==> config.mk <==
export PLATFORM = sky130hd
export DESIGN_NAME = uart_cmd_parser
export DESIGN_NICKNAME = d
export VERILOG_FILES = /design/src/rtl/uart_cmd_pkg.sv /design/src/rtl/uart_cmd_parser_ascii_to_digit.sv /design/src/rtl/uart_cmd_parser.sv
export SDC_FILE = /design/constraint.sdc
export NUM_CORES = 1
export LEC_CHECK = 0
export ABC_AREA = 1
export ABC_CLOCK_PERIOD_IN_PS = 2700
export CAP_MARGIN = 20
export CELL_PAD_IN_SITES_DETAIL_PLACEMENT = 1
export CELL_PAD_IN_SITES_GLOBAL_PLACEMENT = 1
export CORE_MARGIN = 4
export CORE_UTILIZATION = 35
export DETAILED_ROUTE_END_ITERATION = 7
export PLACE_DENSITY_LB_ADDON = 0.2
export SYNTH_ARGS = -nofsm -noshare
export SYNTH_HDL_FRONTEND = slang
export SYNTH_SLANG_ARGS = --single-unit
==> constraint.sdc <==
create_clock -name clk -period 2.7 [get_ports clk]
set_clock_uncertainty 0.05 [all_clocks]
set_input_delay 0.405 -clock clk [delete_from_list [all_inputs] [get_ports clk]]
set_output_delay 0.405 -clock clk [all_outputs]
set_load 0.02 [all_outputs]
==> src/rtl/uart_cmd_pkg.sv <==
// Shared definitions for the UART command-line parser.
// Holds the ASCII constants, the FSM state type and the command keywords.
// Keywords are packed with the first character in the most significant byte.
package uart_cmd_pkg;

  localparam logic [7:0] ASC_LF = 8'h0A;
  localparam logic [7:0] ASC_CR = 8'h0D;
  localparam logic [7:0] ASC_SP = 8'h20;
  localparam logic [7:0] ASC_0  = 8'h30;
  localparam logic [7:0] ASC_9  = 8'h39;

  typedef enum logic [1:0] {
    ST_RECV,
    ST_DECODE,
    ST_NUM
  } state_e;

  localparam logic [31:0] KW_TEMP = "temp";
  localparam logic [31:0] KW_HUMI = "humi";
  localparam logic [23:0] KW_CLR  = "clr";
  localparam logic [23:0] KW_TH   = {"th", ASC_SP};

  function automatic logic is_term(input logic [7:0] b);
    return (b == ASC_LF) || (b == ASC_CR);
  endfunction

endpackage

==> src/rtl/uart_cmd_parser_ascii_to_digit.sv <==
// ascii_to_digit: combinational ASCII decimal digit decoder.
// Ports:
//   ch       in  8  ASCII byte
//   is_digit out 1  high when ch is '0'..'9'
//   value    out 4  numeric value of ch (meaningful only when is_digit)
module ascii_to_digit
  import uart_cmd_pkg::*;
(
  input  logic [7:0] ch,
  output logic       is_digit,
  output logic [3:0] value
);

  always_comb begin
    is_digit = (ch >= ASC_0) && (ch <= ASC_9);
    // '0' is 8'h30, so the low nibble of a digit is its value
    value    = ch[3:0];
  end

endmodule

==> src/rtl/uart_cmd_parser.sv <==
// uart_cmd_parser: assembles newline-terminated ASCII command lines from the
// UART receiver and decodes them into one-cycle control pulses.
// Commands: "temp", "humi", "clr", "th <0..255>" (1..3 digits).
// Optional build macro UART_CMD_CASE_FOLD_EN: fold 'A'..'Z' to lowercase
// before buffering.
// Ports:
//   clk, reset        clock, synchronous active-high reset
//   rx_done, rx_data  received byte strobe and data
//   o_temp_start      pulse on "temp"
//   o_humi_start      pulse on "humi"
//   o_clr             pulse on "clr"
//   o_thresh          last accepted threshold
//   o_thresh_valid    pulse when o_thresh updates
//   o_cmd_err         pulse on unknown/malformed/overflowed line
//   o_busy            decoding in progress; incoming bytes are dropped
module uart_cmd_parser
  import uart_cmd_pkg::*;
#(
  parameter int MAX_LEN = 8
) (
  input  logic       clk,
  input  logic       reset,
  input  logic       rx_done,
  input  logic [7:0] rx_data,
  output logic       o_temp_start,
  output logic       o_humi_start,
  output logic       o_clr,
  output logic [7:0] o_thresh,
  output logic       o_thresh_valid,
  output logic       o_cmd_err,
  output logic       o_busy
);

  localparam int LW = $clog2(MAX_LEN + 1);
  localparam int IW = $clog2(MAX_LEN);
  localparam logic [LW-1:0] MAX_LEN_L = LW'(MAX_LEN);

  state_e          state_q, state_d;
  logic [LW-1:0]   len_q, len_d;
  logic            ovf_q, ovf_d;
  logic [IW-1:0]   idx_q, idx_d;
  logic [7:0]      acc_q, acc_d;
  logic [7:0]      thresh_q, thresh_d;
  logic            temp_q, temp_d;
  logic            humi_q, humi_d;
  logic            clr_q, clr_d;
  logic            tv_q, tv_d;
  logic            err_q, err_d;
  logic [7:0]      line_q [MAX_LEN];
  logic [7:0]      line_d [MAX_LEN];

  logic [7:0]      rx_byte;
  logic [31:0]     head4;
  logic            dig_ok;
  logic [3:0]      dig_val;
  logic [9:0]      acc_next;
  logic            last_digit;

  always_comb begin
    rx_byte = rx_data;
`ifdef UART_CMD_CASE_FOLD_EN
    if (rx_data >= 8'h41 && rx_data <= 8'h5A) rx_byte = rx_data | 8'h20;
`endif
  end

  ascii_to_digit u_digit (
    .ch       (line_q[idx_q]),
    .is_digit (dig_ok),
    .value    (dig_val)
  );

  always_comb begin
    head4      = {line_q[0], line_q[1], line_q[2], line_q[3]};
    // at most three digits reach here, so 10 bits never wrap
    acc_next   = 10'(acc_q) * 10'd10 + 10'(dig_val);
    last_digit = (LW'(idx_q) == len_q - LW'(1));
  end

  always_comb begin
    state_d  = state_q;
    len_d    = len_q;
    ovf_d    = ovf_q;
    idx_d    = idx_q;
    acc_d    = acc_q;
    thresh_d = thresh_q;
    line_d   = line_q;
    temp_d   = 1'b0;
    humi_d   = 1'b0;
    clr_d    = 1'b0;
    tv_d     = 1'b0;
    err_d    = 1'b0;

    case (state_q)
      ST_RECV: begin
        if (rx_done) begin
          if (is_term(rx_byte)) begin
            // empty line (e.g. the LF of CR/LF) is swallowed
            if (len_q != '0 || ovf_q) state_d = ST_DECODE;
          end else if (len_q < MAX_LEN_L) begin
            line_d[len_q[IW-1:0]] = rx_byte;
            len_d = len_q + LW'(1);
          end else begin
            ovf_d = 1'b1;
          end
        end
      end

      ST_DECODE: begin
        state_d = ST_RECV;
        len_d   = '0;
        ovf_d   = 1'b0;
        if (ovf_q) begin
          err_d = 1'b1;
        end else if (len_q == LW'(4) && head4 == KW_TEMP) begin
          temp_d = 1'b1;
        end else if (len_q == LW'(4) && head4 == KW_HUMI) begin
          humi_d = 1'b1;
        end else if (len_q == LW'(3) && head4[31:8] == KW_CLR) begin
          clr_d = 1'b1;
        end else if (len_q >= LW'(4) && len_q <= LW'(6) && head4[31:8] == KW_TH) begin
          state_d = ST_NUM;
          len_d   = len_q;
          idx_d   = IW'(3);
          acc_d   = '0;
        end else begin
          err_d = 1'b1;
        end
      end

      ST_NUM: begin
        if (!dig_ok || acc_next > 10'd255) begin
          err_d   = 1'b1;
          state_d = ST_RECV;
          len_d   = '0;
        end else if (last_digit) begin
          thresh_d = acc_next[7:0];
          tv_d     = 1'b1;
          state_d  = ST_RECV;
          len_d    = '0;
        end else begin
          acc_d = acc_next[7:0];
          idx_d = idx_q + IW'(1);
        end
      end

      default: begin
        state_d = ST_RECV;
        len_d   = '0;
        ovf_d   = 1'b0;
      end
    endcase
  end

  always_ff @(posedge clk) begin
    if (reset) begin
      state_q  <= ST_RECV;
      len_q    <= '0;
      ovf_q    <= 1'b0;
      idx_q    <= '0;
      acc_q    <= '0;
      thresh_q <= '0;
      temp_q   <= 1'b0;
      humi_q   <= 1'b0;
      clr_q    <= 1'b0;
      tv_q     <= 1'b0;
      err_q    <= 1'b0;
    end else begin
      state_q  <= state_d;
      len_q    <= len_d;
      ovf_q    <= ovf_d;
      idx_q    <= idx_d;
      acc_q    <= acc_d;
      thresh_q <= thresh_d;
      temp_q   <= temp_d;
      humi_q   <= humi_d;
      clr_q    <= clr_d;
      tv_q     <= tv_d;
      err_q    <= err_d;
    end
  end

  // line contents are don't-care after reset
  always_ff @(posedge clk) begin
    line_q <= line_d;
  end

  always_comb begin
    o_temp_start   = temp_q;
    o_humi_start   = humi_q;
    o_clr          = clr_q;
    o_thresh       = thresh_q;
    o_thresh_valid = tv_q;
    o_cmd_err      = err_q;
    o_busy         = (state_q != ST_RECV);
  end

endmodule

==> load_flow_metrics.sql, run 1 <==
INSERT INTO impl_metrics (metric_group, metric, value, unit) VALUES
('status', 'run_status', 'finished, violations left', ''),
('status', 'failed_checks', 'setup timing', ''),
('layout', 'multiInputGateArea', '0.002524', 'sq mm'),
('setup_path', 'worst_setup_path_endpoint', 'o_thresh[2]$_SDFFE_PP0P_', ''),
('worst_hold_path', 'hp-class', 'reg -> reg', ''),
('global_routing', 'grt_start_max_net_pins', '20', ''),
('timing', 'period_needed', '2.915', 'ns'),
('setup_path', 'crit_slowest_cell', 'dfxtp_4', ''),
('power', 'share_comb_of_total_power', '0.252', ''),
('layout', 'finish.net_count', '741', ''),
('synthesis', 'synth_instances', '605', ''),
('layout', 'antennaDiodeCount', '0', ''),
('job', 'maxCapViolCount', '0', ''),
('setup_path', 'critPathKind', 'reg -> reg', ''),
('floorplanning', 'initial_utilization', '0.3562', ''),
('power', 'switching_power', '1.264', 'mW'),
('synthesis', 'syn-num-nets', '638', ''),
('setup_path', 'worstSetupStartpoint', 'idx_q[0]$_SDFFE_PP0P_', ''),
('detailed_routing', 'routed_wire_length_per_instance', '17.15', 'um'),
('timing', 'setup_viol', '27', ''),
('synthesis', 'synth_unique_cells', '44', ''),
('cts', 'clock_insertion_delay_worst_skew', '0.35', 'ns'),
('floorplanning', 'core_area', '0.01453', 'sq mm'),
('layout', 'synthToLayoutAreaGrowth', '30.18', '%'),
('layout', 'fillCellCount', '1735', ''),
('setup_path', 'crit_path_start_kind', 'register', ''),
('floorplanning', 'chipHeight', '129.6', 'um'),
('global_routing', 'first_global_vias', '4859', ''),
('setup_path', 'setup.worst_path.end_class', 'register', ''),
('power', 'p_leak', '2.753', 'nW'),
('place', 'detailed_place_hpwl', '11670', 'um'),
('floorplanning', 'std_cell_rows', '44', ''),
('timing', 'worst_slew_pin_slew', '0.6943', 'ns'),
('timing', 'finalWorstSetupSlack', '-0.2147', 'ns'),
('detailed_routing', 'drt_pass1_iterations', '4', ''),
('setup_path', 'cells_along_the_critical_path', 'buf_6, nand2_2, nand3_2, nand2_2, o21ai_2, ha_2, inv_2, fa_2, inv_2, nand3_2, nand2_2, nand2_2, nor2_4, nand2_2, nor2_2, nand2_2, nand2_4, buf_6, nand4_4, inv_4, nand2_2, nand2_1, nor2_1', ''),
('detailed_routing', 'wl', '15370', 'um'),
('synthesis', 'largest_cells_by_area_after_synthesis', 'edfxtp_1, dfxtp_1, nand2_1', ''),
('setup_path', 'regToRegEndpoint', 'o_thresh[2]$_SDFFE_PP0P_', ''),
('setup_path', 'rrSetupSlack', '-0.21', 'ns'),
('timing', 'finalMaxSlewViolations', '0', ''),
('synthesis', 'yosys_warnings', '0', ''),
('detailed_routing', 'drt_iter0_drcs', '236', ''),
('setup_path', 'arrival', '3.11', 'ns'),
('synthesis', 'yosys.area.top_type', 'edfxtp_1', ''),
('cts', 'cts_buffers', '9', ''),
('power', 'power_density', '596.3', 'mW/mm^2'),
('place', 'io_buffer_count', '24', ''),
('cts', 'tritoncts', 'built', ''),
('cts', 'ctsRootBufferMaster', 'clkbuf_16', ''),
('floorplanning', 'boundaryPins', '25', ''),
('detailed_routing', 'via_to_cell_ratio', '5.027', ''),
('cts', 'clock_path_buffers', '2', ''),
('power', 'switching_share', '0.3145', ''),
('power', 'peakVddDrop', '0.4114', 'mV'),
('setup_path', 'worst-endpoint-required', '2.90', 'ns'),
('synthesis', 'synth_seq_cells', '95', ''),
('setup_path', 'maximum_fanout_along_the_worst_path', '5', ''),
('floorplanning', 'die_area', '0.01680', 'sq mm'),
('synthesis', 'synth_largest_type_area_fraction', '0.3712', ''),
('place', 'gp_congestion', '0.8970', ''),
('layout', 'drive_gt1_frac', '0.2612', ''),
('power', 'clock_power_frac', '0.332', ''),
('floorplanning', 'dieWidth', '129.6', 'um'),
('setup_path', 'crit-reg2reg-launch', 'idx_q[0]$_SDFFE_PP0P_', ''),
('power', 'p_int', '2.755', 'mW'),
('detailed_routing', 'route.vias.total', '4504', ''),
('global_routing', 'grt_first_pass_wirelength', '25480', 'um'),
('timing', 'period_share', '1.080', ''),
('timing', 'timing.fmax', '343.1', 'MHz'),
('synthesis', 'synth_seq_area_share', '0.4911', '');
cell type report:
cell class,instances,share of cell area
clock buffer,9,0.03341
multi-input combinational,430,0.3744
inverter,70,0.04158
sequential,95,0.3778
timing repair inverter,1,0.001114
clock inverter,6,0.01169
timing repair buffer,101,0.1259
tap,184,0.03416
synthesized netlist by cell type (all sizes together):
library cell,count
a221oi,1
a31oi,1
xnor2,3
nor4,6
xor2,5
inv,68
nand4,15
o22ai,1
dfxtp,31
nand3b,2
and3,2
fa,2
a21oi,26
or2,5
o21ai,16
clkbuf,2
edfxtp,64
nor3b,3
nor2,85
nor3,19
nand2,147
nand3,67
and2,1
clkinv,2
ha,20
buf,11
sequential cells by signal, summed over array words and instances (netlist names):
signal	count
acc_q	8
head4	32
idx_q	3
len_q	4
line_q	32
o_clr	1
o_cmd_err	1
o_humi_start	1
o_temp_start	1
o_thresh	8
o_thresh_valid	1
ovf_q	1
state_q	2
through the flow:
stage                     std cells    util  instance area [sq um]  hold slack, ns
after floorplan                 605       -                   5194          0.4056
after detailed placement        864  0.4148                   6028          0.4200
final                           896  0.4638                   6740          0.4379
after global routing            896  0.4638                   6740          0.4731
after CTS                       894  0.4535                   6591          0.4365
after global placement          864  0.4148                   6028          0.4296
power by group through the flow:
stage | combinational (mW) | sequential, mW | clock [mW]
floorplan | 0.550 | 1.69 | 0
global placement | 0.832 | 1.70 | 0
detailed placement | 0.859 | 1.70 | 0
CTS | 0.963 | 1.67 | 1.37
global route | 1.12 | 1.68 | 1.43
finish | 1.01 | 1.67 | 1.33
routing by layer:
| layer | GRT usage | share of wire | routed length [um] |
|---|---|---|---|
| met3 | 0.02762 | 0.021 | 325 |
| met4 | 0.07274 | 0.019 | 285 |
| met2 | 0.3576 | 0.53 | 8205 |
| met5 | 0 | 0 | 0 |
| met1 | 0.2364 | 0.43 | 6550 |
placed cells by master (no fill, tap or decap), types with 9 or more instances in the layout:
master and n:
a21oi_1 16, a21oi_2 9, buf_4 69, clkbuf_16 9, clkdlybuf4s50_1 24, dfxtp_1 30, edfxtp_1 64, ha_1 18
inv_1 58, nand2_1 124, nand2_2 18, nand3_1 53, nand3_2 13, nand4_1 12, nor2_1 78, nor3_1 15
critical path, delay by kind of cell, from the launching register on:
kind	cells	cell delay, ns
AOI/OAI and AO/OA	1	0.12
adders and majority gates	2	0.56
buffers and inverters	5	0.52
DFF	1	0.41
and+or+nand+nor	15	1.15
how the worst min path moves through the flow:
stage,from,endpoint,cells past startpoint
4_1_cts,o_thresh[6]$_SDFFE_PP0P_,o_thresh[6]$_SDFFE_PP0P_,2
6_report,o_thresh[5]$_SDFFE_PP0P_,o_thresh[5]$_SDFFE_PP0P_,2
3_5_place_dp,o_thresh[6]$_SDFFE_PP0P_,o_thresh[6]$_SDFFE_PP0P_,2
3_3_place_gp,o_thresh[2]$_SDFFE_PP0P_,o_thresh[2]$_SDFFE_PP0P_,2
2_1_floorplan,acc_q[7]$_SDFFE_PP0P_,acc_q[7]$_SDFFE_PP0P_,2
5_1_grt,o_thresh[5]$_SDFFE_PP0P_,o_thresh[5]$_SDFFE_PP0P_,2
timing repair:
action                                  in CTS  in global routing
pin swaps                                   19                 31
hold buffers                                 0                  0
gates cloned                                 4                  0
endpoints found under the setup margin      27                 27
resized for setup                           40                 41
buffers inserted                            11                  2
kinds of logic (layout without fill, tap and decap cells):
family          count (synthesis)  in the layout  synth area share
xor+xnor                        8              8           0.01498
fa+ha+maj                      22             22           0.05607
simple gates                  352            355            0.3159
flops                          95             95            0.4911
buf+inv                        83            187           0.07371
compound gates                 45             45           0.04833
(Power assumes the default switching activity.)
==> run 2: changes to the inputs <==
Settings changed: CTS_CLUSTER_DIAMETER set to 50, PLACE_DENSITY set to 0.63, PLACE_DENSITY_LB_ADDON 0.2 to unset.
==> run 2 against run 1 <==
  * The run still ends with setup timing left
  * Core utilization shrank 0.71 points
  * Via count grew 0.29%
  * Die area is the same
  * Sequential cell count is the same
  * Critical path depth shrank 1
  * Final area shrank 1.5%
  * Combinational power is essentially flat
  * Setup slack gained 0.081 ns
  * Highest routed layer unchanged
==> load_flow_metrics.sql, run 2 (synthesized netlist as in run 1, its figures left out) <==
INSERT INTO impl_metrics (metric_group, metric, value, unit) VALUES
('status', 'run_status', 'finished, violations left', ''),
('status', 'failed_checks', 'setup timing', ''),
('setup_path', 'worst_r2r_path_depth', '22', ''),
('global_routing', 'grt_first_pass_wirelength', '24670', 'um'),
('floorplanning', 'initial_utilization', '0.3562', ''),
('place', 'detailed_place_hpwl', '11760', 'um'),
('timing', 'unrepaired_setup_endpoints_after_global_routing', 'true', ''),
('setup_path', 'critPathKind', 'reg -> reg', ''),
('detailed_routing', 'drt_iter0_drcs', '169', ''),
('floorplanning', 'die_area', '0.01680', 'sq mm'),
('floorplanning', 'boundaryPins', '25', ''),
('power', 'p_leak', '2.756', 'nW'),
('place', 'dp.cells', '858', ''),
('timing', 'timing.fmax', '352.9', 'MHz'),
('layout', 'final_design_area_no_fill', '0.006638', 'sq mm'),
('layout', 'layout.core_utilization', '0.4567', ''),
('cts', 'ctsRootBufferMaster', 'clkbuf_16', ''),
('detailed_routing', 'drt_pass1_iterations', '4', ''),
('power', 'switching_power', '1.279', 'mW'),
('timing', 'report.final.hold_viol_count', '0', ''),
('timing', 'finalWorstSetupSlack', '-0.1338', 'ns'),
('power', 'clock_power_frac', '0.327', ''),
('power', 'power_density', '595.5', 'mW/mm^2'),
('power', 'share_comb_of_total_power', '0.249', ''),
('timing', 'setup_viol', '27', ''),
('cts', 'cts_sinks', '95', ''),
('global_routing', 'globalRouteTotalUtil', '0.1905', ''),
('setup_path', 'maximum_fanout_along_the_worst_path', '8', ''),
('timing', 'hold_ws', '0.4406', 'ns'),
('power', 'seq_power_share', '0.423', ''),
('layout', 'fillCellCount', '1713', ''),
('layout', 'layout.cells.most_common', 'nand2_1', ''),
('power', 'peakVddDrop', '0.4010', 'mV'),
('layout', 'layout_common_cells', 'nand2_1, nor2_1, buf_4', ''),
('cts', 'cts_buffers', '9', ''),
('place', 'pre_cts_slack', '-0.3433', 'ns'),
('cts', 'clock_insertion_delay_worst_skew', '0.36', 'ns'),
('floorplanning', 'dieWidth', '129.6', 'um'),
('cts', 'clock_path_buffers', '2', ''),
('power', 'switching_share', '0.3236', ''),
('timing', 'period_share', '1.050', ''),
('layout', 'synthToLayoutAreaGrowth', '28.20', '%'),
('global_routing', 'number_of_antenna_violations_at_the_first_check_in_global_routing', '0', ''),
('place', 'placed_area', '0.005983', 'sq mm'),
('detailed_routing', 'route.antenna.remaining_nets', '0', ''),
('timing', 'period_needed', '2.834', 'ns'),
('detailed_routing', 'routed_wire_length_per_instance', '17.23', 'um'),
('setup_path', 'worst-endpoint-required', '2.90', 'ns'),
('worst_hold_path', 'hp-class', 'reg -> reg', ''),
('layout', 'layout.cells.non_filler', '892', ''),
('layout', 'antennaDiodeCount', '0', ''),
('floorplanning', 'chipHeight', '129.6', 'um'),
('detailed_routing', 'detail_route.drc_violations', '0', ''),
('cts', 'cts.htree.levels', '3', ''),
('cts', 'tritoncts', 'built', ''),
('job', 'maxCapViolCount', '0', ''),
('power', 'fin_total_pwr', '3.953', 'mW'),
('setup_path', 'rrSetupSlack', '-0.13', 'ns'),
('layout', 'finish.net_count', '736', ''),
('timing', 'slew_headroom', '0.5648', ''),
('detailed_routing', 'via_to_cell_ratio', '5.064', ''),
('global_routing', 'first_global_vias', '4860', ''),
('floorplanning', 'std_cell_rows', '44', ''),
('worst_hold_path', 'hold-path-cell-count', '2', ''),
('floorplanning', 'core_area', '0.01453', 'sq mm'),
('cts', 'cts_clock_pin_slew_for_the_worst_setup_and_hold_paths', '0.08', 'ns'),
('place', 'io_buffer_count', '24', ''),
('detailed_routing', 'route.vias.total', '4517', ''),
('setup_path', 'arrival', '3.04', 'ns'),
('layout', 'drive_gt1_frac', '0.2415', ''),
('global_routing', 'overflow', '0', ''),
('timing', 'fin_tns_setup', '-2.469', 'ns'),
('global_routing', 'grt_start_max_net_pins', '21', ''),
('setup_path', 'crit_path_start_kind', 'register', ''),
('power', 'p_int', '2.674', 'mW'),
('place', 'gp_congestion', '0.9433', ''),
('timing', 'finalMaxSlewViolations', '0', ''),
('cts', 'cts_hold_repair.buffers', '0', ''),
('timing', 'worst_slew_pin_slew', '0.6488', 'ns'),
('detailed_routing', 'wl', '15370', 'um'),
('setup_path', 'setup.worst_path.end_class', 'register', '');
run 2: worst paths after layout:
check,endpoint,from
max,acc_q[4]$_SDFFE_PP0P_,idx_q[0]$_SDFFE_PP0P_
min reg2reg,o_thresh[5]$_SDFFE_PP0P_,o_thresh[5]$_SDFFE_PP0P_
min,o_thresh[5]$_SDFFE_PP0P_,o_thresh[5]$_SDFFE_PP0P_
max reg2reg,acc_q[4]$_SDFFE_PP0P_,idx_q[0]$_SDFFE_PP0P_
run 2: power groups by stage:
stage | clock [mW] | combinational (mW) | sequential (mW)
global route | 1.40 | 1.10 | 1.68
finish | 1.29 | 0.985 | 1.67
CTS | 1.34 | 0.950 | 1.67
detailed placement | 0 | 0.844 | 1.71
global placement | 0 | 0.824 | 1.71
floorplan | 0 | 0.550 | 1.69
run 2: routing by layer:
layer	GRT usage	part of all wire	wire [um]	vias up
li1	-	-	-	2228
met1	0.2260	0.42	6466	2189
met2	0.3464	0.53	8070	73
met3	0.02844	0.027	419	27
met4	0.07274	0.026	407	0
met5	0	0	0	-
run 2: cell type report:
type / instances / area (sq um) / area share
clock buffer: 9 / 225.2 / 0.03393
clock inverter: 7 / 83.83 / 0.01263
inverter: 70 / 277.8 / 0.04185
multi-input combinational: 429 / 2465 / 0.3713
sequential: 95 / 2547 / 0.3838
tap: 184 / 230.2 / 0.03468
timing repair buffer: 97 / 803.3 / 0.1210
timing repair inverter: 1 / 5.005 / 0.0007540
run 2: critical path, stage by stage, from the launching register on:
cell and delay (ns):
dfxtp_4 0.40, buf_6 0.14, nand2_4 0.05, nand3_2 0.08, nand2_2 0.07, o21ai_2 0.12, ha_2 0.20, inv_2 0.04
fa_2 0.35, inv_2 0.06, nand3_2 0.07, nand2_2 0.06, nand2_2 0.07, nor2_4 0.10, nand2_2 0.08, nor2_2 0.09
nand2_2 0.07, nand2_4 0.11, nand3_4 0.12, nand2_8 0.13, nand3_1 0.09, nand2_1 0.11, nor2_1 0.07
run 2: repair_timing:
action                     in CTS  in global routing
pin swaps                      11                  9
gates cloned                    1                  2
setup endpoints to repair      27                 27
resized for setup              41                 23
setup buffers                  10                  5
